--- src/rtl/spm_dma_pkg.sv ---
// Shared definitions for the scratchpad DMA engine: FSM state codes,
// configuration register offsets and CTRL register bit positions.
package spm_dma_pkg;

    typedef logic [2:0] state_t;

    localparam state_t ST_IDLE = 3'd0;
    localparam state_t ST_RD   = 3'd1;
    localparam state_t ST_WR   = 3'd2;
    localparam state_t ST_YLD  = 3'd3;
    localparam state_t ST_DONE = 3'd4;

    localparam logic [2:0] REG_SRC_LO = 3'd0;
    localparam logic [2:0] REG_SRC_HI = 3'd1;
    localparam logic [2:0] REG_DST_LO = 3'd2;
    localparam logic [2:0] REG_DST_HI = 3'd3;
    localparam logic [2:0] REG_LEN_LO = 3'd4;
    localparam logic [2:0] REG_LEN_HI = 3'd5;
    localparam logic [2:0] REG_CTRL   = 3'd6;
    localparam logic [2:0] REG_FILL   = 3'd7;

    localparam int CTRL_START  = 0;
    localparam int CTRL_MODE   = 1;
    localparam int CTRL_ABORT  = 2;
    localparam int CTRL_IRQ_EN = 3;
    localparam int CTRL_DONE   = 4;

endpackage

--- src/rtl/spm_dma_ctrl_regs.sv ---
// Wishbone slave and configuration register file of the DMA engine.
// Handshake: an access is taken when cyc & stb are high and ack is low;
// ack is registered, so every access is exactly two cycles and the write
// (or read data capture) happens on the edge that raises ack.
module spm_dma_ctrl_regs
    import spm_dma_pkg::*;
#(
    parameter int SPM_AWID = 10
) (
    input  logic                clk,
    input  logic                rst,
    input  logic [2:0]          wb_adr,
    input  logic [7:0]          wb_dat_w,
    input  logic                wb_we,
    input  logic                wb_cyc,
    input  logic                wb_stb,
    output logic [7:0]          wb_dat_r,
    output logic                wb_ack,
    input  logic                busy,
    input  logic                done_set,
    output logic                start,
    output logic                start_fill,
    output logic                abort,
    output logic [SPM_AWID-1:0] cfg_src,
    output logic [SPM_AWID-1:0] cfg_dst,
    output logic [15:0]         cfg_len,
    output logic [7:0]          cfg_fill,
    output logic                irq
);

    logic        access;
    logic        wr;
    logic        ctrl_wr;
    logic        cfg_wr;
    logic        mode;
    logic        irq_en;
    logic        done;
    logic [15:0] src_ext;
    logic [15:0] dst_ext;
    logic [7:0]  rd_mux;

    assign access  = wb_cyc & wb_stb & ~wb_ack;
    assign wr      = access & wb_we;
    assign ctrl_wr = wr && (wb_adr == REG_CTRL);
    // Job parameters are frozen while a transfer runs.
    assign cfg_wr  = wr && !busy;

    // ABORT in the same write as START cancels the start.
    assign abort      = ctrl_wr & wb_dat_w[CTRL_ABORT];
    assign start      = ctrl_wr & wb_dat_w[CTRL_START] & ~wb_dat_w[CTRL_ABORT] & ~busy;
    assign start_fill = wb_dat_w[CTRL_MODE];

    assign src_ext = 16'(cfg_src);
    assign dst_ext = 16'(cfg_dst);
    assign irq     = done & irq_en;

    // Read multiplexer; address bits above the SPM width read as zero.
    always_comb begin
        rd_mux = 8'h00;
        case (wb_adr)
            REG_SRC_LO: rd_mux = src_ext[7:0];
            REG_SRC_HI: rd_mux = src_ext[15:8];
            REG_DST_LO: rd_mux = dst_ext[7:0];
            REG_DST_HI: rd_mux = dst_ext[15:8];
            REG_LEN_LO: rd_mux = cfg_len[7:0];
            REG_LEN_HI: rd_mux = cfg_len[15:8];
            REG_CTRL:   rd_mux = {3'b000, done, irq_en, 1'b0, mode, busy};
            REG_FILL:   rd_mux = cfg_fill;
            default:    rd_mux = 8'h00;
        endcase
    end

    // Bus handshake, register writes and DONE flag maintenance.
    always_ff @(posedge clk) begin
        if (!rst) begin
            wb_ack   <= 1'b0;
            wb_dat_r <= 8'h00;
            cfg_src  <= '0;
            cfg_dst  <= '0;
            cfg_len  <= 16'h0000;
            cfg_fill <= 8'h00;
            mode     <= 1'b0;
            irq_en   <= 1'b0;
            done     <= 1'b0;
        end else begin
            wb_ack <= access;
            if (access) begin
                wb_dat_r <= rd_mux;
            end
            if (cfg_wr) begin
                case (wb_adr)
                    REG_SRC_LO: cfg_src  <= SPM_AWID'({src_ext[15:8], wb_dat_w});
                    REG_SRC_HI: cfg_src  <= SPM_AWID'({wb_dat_w, src_ext[7:0]});
                    REG_DST_LO: cfg_dst  <= SPM_AWID'({dst_ext[15:8], wb_dat_w});
                    REG_DST_HI: cfg_dst  <= SPM_AWID'({wb_dat_w, dst_ext[7:0]});
                    REG_LEN_LO: cfg_len  <= {cfg_len[15:8], wb_dat_w};
                    REG_LEN_HI: cfg_len  <= {wb_dat_w, cfg_len[7:0]};
                    REG_FILL:   cfg_fill <= wb_dat_w;
                    default:    ;
                endcase
            end
            if (ctrl_wr) begin
                mode   <= wb_dat_w[CTRL_MODE];
                irq_en <= wb_dat_w[CTRL_IRQ_EN];
            end
            if (start) begin
                done <= 1'b0;
            end else if (done_set) begin
                done <= 1'b1;
            end else if (ctrl_wr && wb_dat_w[CTRL_DONE]) begin
                done <= 1'b0;
            end
        end
    end

endmodule

--- src/rtl/spm_dma_ctrl.sv ---
// Single-channel scratchpad DMA engine: copies a block inside the SPM
// (read one cycle, write the next) or fills it with a constant, yielding
// the SPM port for one cycle after every BURST_LEN bytes.
module spm_dma_ctrl
    import spm_dma_pkg::*;
#(
    parameter int SPM_DEPTH = 1024,
    parameter int SPM_AWID  = $clog2(SPM_DEPTH),
    parameter int BURST_LEN = 16
) (
    input  logic                clk,
    input  logic                rst,
    input  logic [2:0]          WB_ADRi,
    input  logic [7:0]          WB_DATi,
    output logic [7:0]          WB_DATo,
    input  logic                WB_WEi,
    input  logic                WB_CYCi,
    input  logic                WB_STBi,
    output logic                WB_ACKo,
    output logic                dma_req,
    output logic [SPM_AWID-1:0] dmaaddr,
    output logic                we,
    output logic [7:0]          spm_dat_o,
    input  logic [7:0]          spm_dat_i,
    output logic                irq
);

    localparam logic [SPM_AWID-1:0] ADDR_ONE = 1;
    localparam logic [15:0]         BURST_W  = 16'(BURST_LEN);

    state_t              state;
    logic                start;
    logic                start_fill;
    logic                abort;
    logic                busy;
    logic                done_set;
    logic                fill_mode;
    logic                burst_hit;
    logic [SPM_AWID-1:0] cfg_src;
    logic [SPM_AWID-1:0] cfg_dst;
    logic [15:0]         cfg_len;
    logic [7:0]          cfg_fill;
    logic [SPM_AWID-1:0] src_cnt;
    logic [SPM_AWID-1:0] dst_cnt;
    logic [15:0]         rem;
    logic [15:0]         burst_cnt;

    spm_dma_ctrl_regs #(
        .SPM_AWID (SPM_AWID)
    ) u_regs (
        .clk        (clk),
        .rst        (rst),
        .wb_adr     (WB_ADRi),
        .wb_dat_w   (WB_DATi),
        .wb_we      (WB_WEi),
        .wb_cyc     (WB_CYCi),
        .wb_stb     (WB_STBi),
        .wb_dat_r   (WB_DATo),
        .wb_ack     (WB_ACKo),
        .busy       (busy),
        .done_set   (done_set),
        .start      (start),
        .start_fill (start_fill),
        .abort      (abort),
        .cfg_src    (cfg_src),
        .cfg_dst    (cfg_dst),
        .cfg_len    (cfg_len),
        .cfg_fill   (cfg_fill),
        .irq        (irq)
    );

    assign busy      = (state != ST_IDLE);
    // An abort while in DONE leaves the DONE flag untouched.
    assign done_set  = (state == ST_DONE) && !abort;
    assign burst_hit = (BURST_LEN != 0) && ((burst_cnt + 16'd1) == BURST_W);

    assign dma_req   = (state == ST_RD) || (state == ST_WR);
    assign we        = (state == ST_WR);
    // In copy mode the byte fetched in RD arrives on spm_dat_i during WR.
    assign spm_dat_o = fill_mode ? cfg_fill : spm_dat_i;

    // SPM address: source while reading, destination while writing.
    always_comb begin
        dmaaddr = '0;
        if (state == ST_RD) begin
            dmaaddr = src_cnt;
        end else if (state == ST_WR) begin
            dmaaddr = dst_cnt;
        end
    end

    // Transfer FSM with working counters; counters wrap with the SPM size.
    always_ff @(posedge clk) begin
        if (!rst) begin
            state     <= ST_IDLE;
            src_cnt   <= '0;
            dst_cnt   <= '0;
            rem       <= 16'h0000;
            burst_cnt <= 16'h0000;
            fill_mode <= 1'b0;
        end else if (abort && busy) begin
            state     <= ST_IDLE;
            burst_cnt <= 16'h0000;
        end else begin
            case (state)
                ST_IDLE: begin
                    if (start) begin
                        src_cnt   <= cfg_src;
                        dst_cnt   <= cfg_dst;
                        rem       <= cfg_len;
                        burst_cnt <= 16'h0000;
                        fill_mode <= start_fill;
                        if (cfg_len == 16'h0000) begin
                            state <= ST_DONE;
                        end else begin
                            state <= start_fill ? ST_WR : ST_RD;
                        end
                    end
                end
                ST_RD: begin
                    state <= ST_WR;
                end
                ST_WR: begin
                    if (!fill_mode) begin
                        src_cnt <= src_cnt + ADDR_ONE;
                    end
                    dst_cnt   <= dst_cnt + ADDR_ONE;
                    rem       <= rem - 16'd1;
                    burst_cnt <= burst_cnt + 16'd1;
                    if (rem == 16'd1) begin
                        state <= ST_DONE;
                    end else if (burst_hit) begin
                        state <= ST_YLD;
                    end else begin
                        state <= fill_mode ? ST_WR : ST_RD;
                    end
                end
                ST_YLD: begin
                    burst_cnt <= 16'h0000;
                    state     <= fill_mode ? ST_WR : ST_RD;
                end
                ST_DONE: begin
                    state <= ST_IDLE;
                end
                default: begin
                    state <= ST_IDLE;
                end
            endcase
        end
    end

endmodule

--- config.mk ---
export PLATFORM = sky130hd
export DESIGN_NAME = spm_dma_ctrl
export DESIGN_NICKNAME = d
export VERILOG_FILES = /design/src/rtl/spm_dma_pkg.sv /design/src/rtl/spm_dma_ctrl_regs.sv /design/src/rtl/spm_dma_ctrl.sv
export SDC_FILE = /design/constraint.sdc
export NUM_CORES = 1
export LEC_CHECK = 0
export CORE_AREA = 2 2 112 103
export DETAILED_ROUTE_END_ITERATION = 7
export DIE_AREA = 0 0 114 105
export PLACE_DENSITY = 0.92
export SLEW_MARGIN = 20
export SYNTH_ARGS = -nofsm -noshare
export SYNTH_HDL_FRONTEND = slang
export SYNTH_HIERARCHICAL = 1
export SYNTH_SLANG_ARGS = --single-unit
--- constraint.sdc ---
create_clock -name clk -period 5.95 [get_ports clk]
set_input_delay 0.8925 -clock clk [delete_from_list [all_inputs] [get_ports clk]]
set_output_delay 0.8925 -clock clk [all_outputs]
set_load 0.005 [all_outputs]
Yosys cells after proc, flatten, opt, wreduce, memory -nomap -nowiden
Cells that the tools add are included.
{ "totals": {"register_bits": 112, "latch_bits": 0, "ram_bits": 0, "rom_bits": 0, "inputBits": 24, "memories": 0} }
{ "classes": {"add_sub_neg": 4, "multipliers": 0, "n_div": 0, "n_lt_le_gt_ge": 0, "n_eq_ne": 15, "shift": 0, "muxes": 25, "n_bitwise": 19, "reduce_logical": 28} }
{ "op_table": {"columns": ["operator", "n"], "rows": [
  ["one-hot mux 10 bit (2 select lines)", 4],
  ["one-hot mux 16 bit (2 select lines)", 2],
  ["one-hot mux 8 bit (8 select lines)", 1],
  ["two-way mux 10 bit", 5],
  ["one-hot mux 16 bit (3 select lines)", 1],
  ["two-way mux 16 bit", 2],
  ["AND reduction 3 bit", 8],
  ["adder 10 x 1 -> 10 bit (second input constant)", 2],
  ["adder 16 x 1 -> 16 bit (second input constant)", 1],
  ["equality test 16 x 1 -> 1 bit (second input constant)", 1],
  ["equality test 16 x 5 -> 1 bit (second input constant)", 1],
  ["zero test 16 bit", 1],
  ["subtractor 16 x 1 -> 16 bit (second input constant)", 1],
  ["equality test 3 bit (second input constant)", 5],
  ["equality test 3 x 2 -> 1 bit (second input constant)", 4],
  ["one-hot mux 3 bit (4 select lines)", 1],
  ["NOT 1 bit", 11],
  ["two-way mux 3 bit", 3],
  ["bitwise AND 1 bit", 8],
  ["two-way mux 8 bit", 1],
  ["equality test 3 x 1 -> 1 bit (second input constant)", 2],
  ["zero test 3 bit", 2],
  ["two-way mux 2 bit", 3],
  ["nonzero test 3 bit", 2],
  ["other kinds (9)", 19]
]} }

Logic depth before layout (Yosys ltp)
Gate-level depths: netlist of run 1.
{ "logic_depth": {"word_depth": 9, "ltp_mapped": 12, "depth_no_buf": 10} }

Modules after synthesis
Netlist of run 1, hierarchy kept.
{ "modules_own_cells": {"columns": ["mod", "instances", "cells_each", "area_per_inst_um2"], "rows": [
  ["spm_dma_ctrl", 1, 498, 3757.4],
  ["spm_dma_ctrl_regs", 1, 297, 2636.3]
]} }

Worst setup path after synthesis of run 1
OpenSTA, ideal clock, no wires.
{ "synth_path": {"path_kind": "input -> register", "startpoint": "in WB_ADRi[0]", "endpoint": "reg rem[14]", "arrival_time_ps": 2801, "t_required_ps": 5835, "setup_slack_ps": 3034, "path_stages": 11, "cell_sequence": "buf_6 > nor2b_1 > and4_1 > clkbuf_1 > nand3_1 > inv_1 > nor2b_1 > o21a_1 > clkbuf_1 > o21ai_0 > a31o_1"} }
{ "synth_via": {"elab_chain_cells": 7, "elab_cells_between_ends": 10, "classes_between": "2 x eq/ne; 5 x bitwise; 3 x reduce/logical"} }
{ "synth_lines": {"columns": ["item", "line", "source"], "rows": [
  ["from (decl)", "spm_dma_ctrl.sv:13", "input logic [2:0] WB_ADRi,"],
  ["equality test 3 bit", "spm_dma_ctrl_regs.sv:44", "assign ctrl_wr = wr && (wb_adr == REG_CTRL);"],
  ["logical AND 1 bit", "spm_dma_ctrl_regs.sv:44", null],
  ["bitwise AND 1 bit (3 in series)", "spm_dma_ctrl_regs.sv:50", "assign start = ctrl_wr & wb_dat_w[CTRL_START] & ~wb_dat_w[CTRL_ABORT] & ~busy;"],
  ["via start", "spm_dma_ctrl.sv:32", "logic start;"],
  ["inequality test 2 bit (no line)", null, null],
  ["AND reduction 3 bit (no line)", null, null],
  ["to (signal assigned)", "spm_dma_ctrl.sv:110", "rem <= cfg_len;"],
  ["to (signal assigned)", "spm_dma_ctrl.sv:128", "rem <= rem - 16'd1;"],
  ["to (decl)", "spm_dma_ctrl.sv:45", "logic [15:0] rem;"]
]} }
The timed path passes the listed nets, and every way through them passes these cells.
A chain may end at the register's enable or synchronous reset.

Worst setup path after layout of run 1
{ "layout_path": {"startpoint": "in WB_ADRi[1]", "endpoint": "reg rem[14]"} }
The elaborated chain is that of the path after synthesis.

==> results of run 1 <==
[cell usage in the layout, fill, tap and decap left out, drive strengths merged, types with 4 or more instances in the layout]
| cell | synthesis | final |
|---|---|---|
| nand4 | 17 | 17 |
| o2bb2ai | 4 | 4 |
| a22o | 13 | 13 |
| a22oi | 9 | 9 |
| clkbuf | 25 | 10 |
| o21ai | 87 | 87 |
| nor4b | 5 | 5 |
| nor2 | 48 | 48 |
| a21boi | 17 | 17 |
| nand3 | 55 | 55 |
| dfxtp | 112 | 112 |
| mux2 | 12 | 12 |
| o22ai | 5 | 5 |
| nand2b | 7 | 7 |
| clkdlybuf4s50 | 0 | 52 |
| and3 | 7 | 7 |
| buf | 33 | 8 |
| ha | 5 | 5 |
| inv | 12 | 15 |
| a211oi | 14 | 14 |
| a41oi | 4 | 4 |
| nor2b | 18 | 18 |
| nor4 | 14 | 14 |
| nand3b | 6 | 6 |
| nand4b | 5 | 5 |
| and2 | 13 | 13 |
| and4 | 4 | 4 |
| or3 | 10 | 10 |
| nand2 | 83 | 83 |
| a31oi | 7 | 7 |
| o21a | 5 | 5 |
| a21oi | 54 | 54 |
| a311oi | 7 | 7 |
| nor3 | 18 | 18 |
| mux2i | 19 | 19 |
[routing by layer]
layer / vias to the layer above / part of all wire / GRT usage
li1: 3002 / - / -
met1: 2990 / 0.44 / 0.4288
met2: 390 / 0.45 / 0.4337
met3: 37 / 0.094 / 0.05162
met4: 0 / 0.017 / 0.08362
met5: - / 0 / 0
[worst paths after layout]
check | to | from | depth (start not counted)
max reg2reg | rem[14]$_SDFFE_PN0P_ | state[1]$_SDFFE_PP0P_ | 9
max | rem[14]$_SDFFE_PN0P_ | WB_ADRi[1] | 10
min reg2reg | rem[1]$_SDFFE_PN0P_ | rem[1]$_SDFFE_PN0P_ | 2
min | rem[1]$_SDFFE_PN0P_ | rem[1]$_SDFFE_PN0P_ | 2
[cells by family after synthesis]
family                     synth area share
and+or+nand+nor                      0.2730
AOI/OAI and AO/OA                    0.2524
DFF                                  0.3507
buffers and inverters               0.05479
muxes                               0.05792
adders and majority gates          0.009785
xor gates and xnor gates           0.001370
[report_power, final]
part | switching (mW) | internal (mW) | leakage (nW)
logic | 0.0564 | 0.0446 | 1.31
registers | 0.00504 | 0.755 | 0.903
clock network | 0.292 | 0.334 | 0.146
total | 0.354 | 1.13 | 2.36
[sequential cells by signal, indices dropped and copies added, names as in the netlist]
signal / count
rem: 16
u_regs/cfg_len: 16
u_regs/mode: 1
src_cnt: 10
dst_cnt: 10
u_regs/cfg_fill: 8
u_regs/wb_ack: 1
u_regs/cfg_dst: 10
u_regs/cfg_src: 10
burst_cnt: 16
u_regs/wb_dat_r: 8
state: 3
u_regs/irq_en: 1
fill_mode: 1
u_regs/done: 1
[synthesized netlist by cell type (5+ instances only)]
cell        n  share of area
mux2i_1    19          0.030
a31oi_1     7         0.0068
nor2b_1    18          0.018
clkbuf_1   25          0.015
nor3_1     15          0.012
and3_1      6         0.0059
dfxtp_1   112           0.35
buf_6       5         0.0088
o21a_1      5         0.0059
nand3_1    54          0.042
nor2_1     48          0.028
a21boi_0   17          0.020
or3_1       8         0.0078
a311oi_1    7         0.0096
o21ai_0    71          0.056
nand2b_1    7         0.0068
buf_4       5         0.0059
o21ai_1    16          0.013
nand2_1    83          0.049
nand4_1    16          0.016
a21oi_1    54          0.042
a22oi_1     9          0.011
mux2_2     12          0.021
and2_1      9         0.0088
o22ai_1     5         0.0049
a211oi_1   14          0.016
a22o_1     13          0.018
ha_1        5         0.0098
buf_2      21          0.016
inv_1      11         0.0065
nand4b_1    5         0.0068
nor4_1     11          0.011
[cell type report]
type	instances	area, µm²
clock inverters	6	75.07
fillers	839	3578
flip-flops and latches	112	2242
well taps	133	166.4
repair buffers	60	578.1
multi-input cells	612	3801
clock buffers	10	229.0
inverters	13	50.05
[worst reg2reg max path, delay by kind of cell (launching register included)]
| family | cells | cell delay (ns) |
|---|---|---|
| buf+inv | 2 | 0.37 |
| compound gates | 3 | 1.32 |
| simple gates | 4 | 0.92 |
| flops | 1 | 0.43 |
==> impl_metrics.yaml, run 1 <==
worst_setup_path:
  ff2ff_setup_slack_ns: 2.81
  crit_buf_inv: 3
  worstPathMaxFanout: 30
  cpLargestDelayFamily: "compound AO/OA/AOI/OAI gates"
  critPathKind: "input port to flop"
  max_stage_delay_ns: 0.83
  cpMostUsedCell: "nor2b_1"
  cp.required_ns: 6.19
  arrival_ns: 4.16
  crit_chain: "clkdlybuf4s50_1 -> buf_4 -> nor2b_1 -> and4_1 -> nand3_1 -> inv_1 -> nor2b_1 -> o21a_1 -> o21ai_0 -> a31o_1"
  cp_slowest_cell: "o21a_1"
  worst_setup_path_start_kind: "input port"
  worstSetupEndpointType: "flop"
die:
  num_rows: 36
  pin_count: 54
  die-area_um2: 11970
  die_w_um: 114
  core_um2: 10720
  die_h_um: 105
  start_util: 0.5964
sta:
  hold_violations: 0
  fin_ws_ns: 2.032
  holdWs_ns: 0.4835
  skew_ns: 0.01330
  finalSetupTns_ns: 0
  finalCriticalPeriod_ns: 3.918
  setup_viol: 0
  relSlewSlack: 0.3274
  fin_crit_sh: 0.6585
  max_freq_mhz: 255.2
  slew_viol_final: 0
  rsz0062_at_grt: "false"
  max_slew.worst_pin.slew_ns: 1.009
cts:
  clk_latency_ns: 0.35
  cts_max_path_buffers: 2
  cts_hold_buffers: 0
  cts-resized-gates: 0
  h-tree-depth: 3
  post_cts_buffers: 0
  root_buffer: "clkbuf_16"
  numCtsBuffers: 9
  cts_tree: "yes"
  cts.sinks: 112
  clk_pin_slew_worst_paths_ns: 0.07
yosys:
  syn-num-nets: 824
  ys.flop_type: "dfxtp_1"
  synthCells: 795
  async_flop_share: 0
  ys_ff_latch: 112
  synth_warnings: 6
  ys_types: 80
  synth_seq_area_share: 0.3507
  synth_edf_count: 0
  postSynthAreaPerCell_um2: 8.042
  netlist_area_um2: 6394
final_layout:
  layout.nets: 837
  drive_gt1_frac: 0.07257
  final_util: 0.6662
  area_delta_synth_final_pct: 11.70
  design_area_um2: 7142
  final_cells: 946
  n_antenna_cell: 0
grt:
  grt-ovfl-total: 0
  antenna_found_initial: 0
  grt_pass1_vias: 5547
  grt_pass1_wl_mm: 28.19
  grt_max_degree: 81
  grt_usage: 0.2909
route:
  post-route-drc-count: 0
  drt-total-wl_mm: 17.42
  drtAntennaViolNets: 0
  drtIter0Drc: 730
  viasPerCell: 6.785
  firstDrtPassIters: 5
  drt-wirelength-per-cell_um: 18.41
  num_vias: 6419
place:
  gp_congestion: 0.8895
  placed_area_um2: 6838
  placedCellCount: 930
  hpwl_mm: 11.40
  dp_slack_ns: 1.768
  io_buffers: 53
pwr:
  vdd_drop_max_uv: 124.7
  power_mw: 1.487
  power_density_nw_per_um2: 208.2
  p_leak_nw: 2.356
status:
  outcome: "finished, final reports clean"
job:
  maxCapViolCount: 0
min_path:
  hold_path_class: "flop to flop"
(Power assumes the default switching activity.)
==> inputs of run 2 (changes only) <==
--- a/config.mk
+++ b/config.mk
@@ -5,10 +5,10 @@
 export SDC_FILE = /design/constraint.sdc
 export NUM_CORES = 1
 export LEC_CHECK = 0
-export CORE_AREA = 2 2 112 103
+export CORE_AREA = 2 2 119 110
 export DETAILED_ROUTE_END_ITERATION = 7
-export DIE_AREA = 0 0 114 105
-export PLACE_DENSITY = 0.92
+export DIE_AREA = 0 0 121 112
+export PLACE_DENSITY = 0.87
 export SLEW_MARGIN = 20
 export SYNTH_ARGS = -nofsm -noshare
 export SYNTH_HDL_FRONTEND = slang
==> constraint.sdc (replaced) <==
create_clock -name clk -period 3.6 [get_ports clk]
set_input_delay 0.54 -clock clk [delete_from_list [all_inputs] [get_ports clk]]
set_output_delay 0.54 -clock clk [all_outputs]
set_load 0.005 [all_outputs]
==> impl_metrics.yaml, run 2 (synthesis results as in run 1) <==
sta:
  skew_ns: 0.01158
  rsz0062_at_grt: "false"
  fin_ws_ns: 0.4122
  max_freq_mhz: 313.7
  slew_viol_final: 0
  max_slew.worst_pin.slew_ns: 0.7964
  holdWs_ns: 0.4933
  fin_crit_sh: 0.8855
  hold_violations: 0
  finalSetupTns_ns: 0
  finalCriticalPeriod_ns: 3.188
  relSlewSlack: 0.4671
  setup_viol: 0
route:
  viasPerCell: 6.382
  drt-total-wl_mm: 17.02
  drtIter0Drc: 736
  drt-wirelength-per-cell_um: 17.35
  drtAntennaViolNets: 0
  firstDrtPassIters: 5
  num_vias: 6261
  post-route-drc-count: 0
final_layout:
  fill_cells: 1043
  final_common_cell: "dfxtp_1"
  drive_gt1_frac: 0.07834
  n_antenna_cell: 0
  layout_common_cells: "dfxtp_1 (112), nand2_1 (83), o21ai_0 (71), a21oi_1 (54), nand3_1 (54)"
  layout.nets: 841
  area_delta_synth_final_pct: 12.86
  reg_top3: "burst_cnt: 16 flops, rem: 16 flops, u_regs/cfg_len: 16 flops"
  final_util: 0.5845
pwr:
  vdd_drop_max_uv: 217.3
  power_density_nw_per_um2: 339.6
  power_mw: 2.451
  p_leak_nw: 2.382
worst_setup_path:
  ff2ff_setup_slack_ns: 0.97
  critPathKind: "flop to output pin"
  cp.required_ns: 3.06
  worst_setup_path_start_kind: "flop"
  max_stage_delay_ns: 0.59
  crit_buf_inv: 2
  crit-reg2reg-launch: "state[1]$_SDFFE_PP0P_"
  cp_slowest_cell: "dfxtp_1"
  cpLargestDelayFamily: "buffers and inverters"
  worstSetupEndpointType: "output pin"
  reg2regPathDepth: 10
  r2r_end: "rem[14]$_SDFFE_PN0P_"
  worstPathMaxFanout: 42
  crit_chain: "or3b_2 -> clkinv_2 -> a22o_1 -> clkdlybuf4s50_1"
  arrival_ns: 2.65
die:
  die_h_um: 112
  start_util: 0.5179
  num_rows: 39
  die-area_um2: 13550
  pin_count: 54
  core_um2: 12350
  die_w_um: 121
grt:
  grt_usage: 0.2543
  grt_pass1_vias: 5581
  antenna_found_initial: 0
  grt-ovfl-total: 0
  grt_pass1_wl_mm: 28.11
  grt_max_degree: 79
cts:
  root_buffer: "clkbuf_16"
  cts.sinks: 112
  cts-resized-gates: 0
  clk_latency_ns: 0.36
  post_cts_buffers: 0
  clk_pin_slew_worst_paths_ns: 0.08
  h-tree-depth: 3
  numCtsBuffers: 9
  cts_hold_buffers: 0
  cts_tree: "yes"
  cts_max_path_buffers: 2
min_path:
  hold_path_class: "flop to flop"
  hold_depth: 2
  min_to: "u_regs/cfg_fill[6]$_SDFFE_PN0P_"
  min_from: "u_regs/cfg_fill[6]$_SDFFE_PN0P_"
place:
  io_buffers: 53
  hpwl_mm: 11.56
  gp_congestion: 0.8828
  dp_slack_ns: 0.4350
status:
  outcome: "finished, final reports clean"
job:
  maxCapViolCount: 0
==> run 2: worst reg2reg max path: cells and delay by family (launching register included) <==
family,cells,cell delay (ns)
AND/OR/NAND/NOR,4,0.89
buffers and inverters,3,0.66
AO/OA/AOI/OAI,3,0.54
flip-flops,1,0.44
==> run 2: worst max-delay path by stage <==
stage / startpoint / to / depth (start not counted) / slack (ns)
6_report: state[1]$_SDFFE_PP0P_ / dmaaddr[0] / 4 / 0.41
5_1_grt: state[1]$_SDFFE_PP0P_ / dmaaddr[7] / 4 / 0.25
4_1_cts: state[1]$_SDFFE_PP0P_ / dmaaddr[0] / 4 / 0.43
3_5_place_dp: WB_ADRi[1] / rem[7]$_SDFFE_PN0P_ / 11 / 0.43
3_3_place_gp: WB_ADRi[1] / rem[7]$_SDFFE_PN0P_ / 11 / 0.52
2_1_floorplan: WB_ADRi[0] / rem[14]$_SDFFE_PN0P_ / 11 / 1.04
==> run 2: report_power, final <==
group / internal, mW / switching (mW) / total [mW] / leakage, nW
registers: 1.25 / 0.00808 / 1.26 / 0.903
clock network: 0.500 / 0.530 / 1.03 / 0.151
logic: 0.0744 / 0.0917 / 0.166 / 1.33
total: 1.82 / 0.629 / 2.45 / 2.38
==> run 2: per-stage QoR <==
stage	area, µm²	cells
final	7216	981
after floorplan	6394	795
after global routing	7216	981
after detailed placement	6907	965
after global placement	6907	965
after CTS	7216	981
==> run 2: area by class of cell <==
cell class / instances / area (µm²) / share of cell area
tap: 164 / 205.2 / 0.02844
timing repair buffer: 64 / 608.1 / 0.08427
inverter: 13 / 50.05 / 0.006936
clock inverter: 7 / 83.83 / 0.01162
multi-input combinational: 612 / 3801 / 0.5268
clock buffer: 9 / 225.2 / 0.03121
sequential: 112 / 2242 / 0.3107
==> run 2: routing by layer <==
layer	up-vias	global-route usage	routed length, µm
li1	3011	-	-
met1	2929	0.3867	7763
met2	298	0.3644	7453
met3	23	0.03381	1506
met4	0	0.09147	297
met5	-	0	0
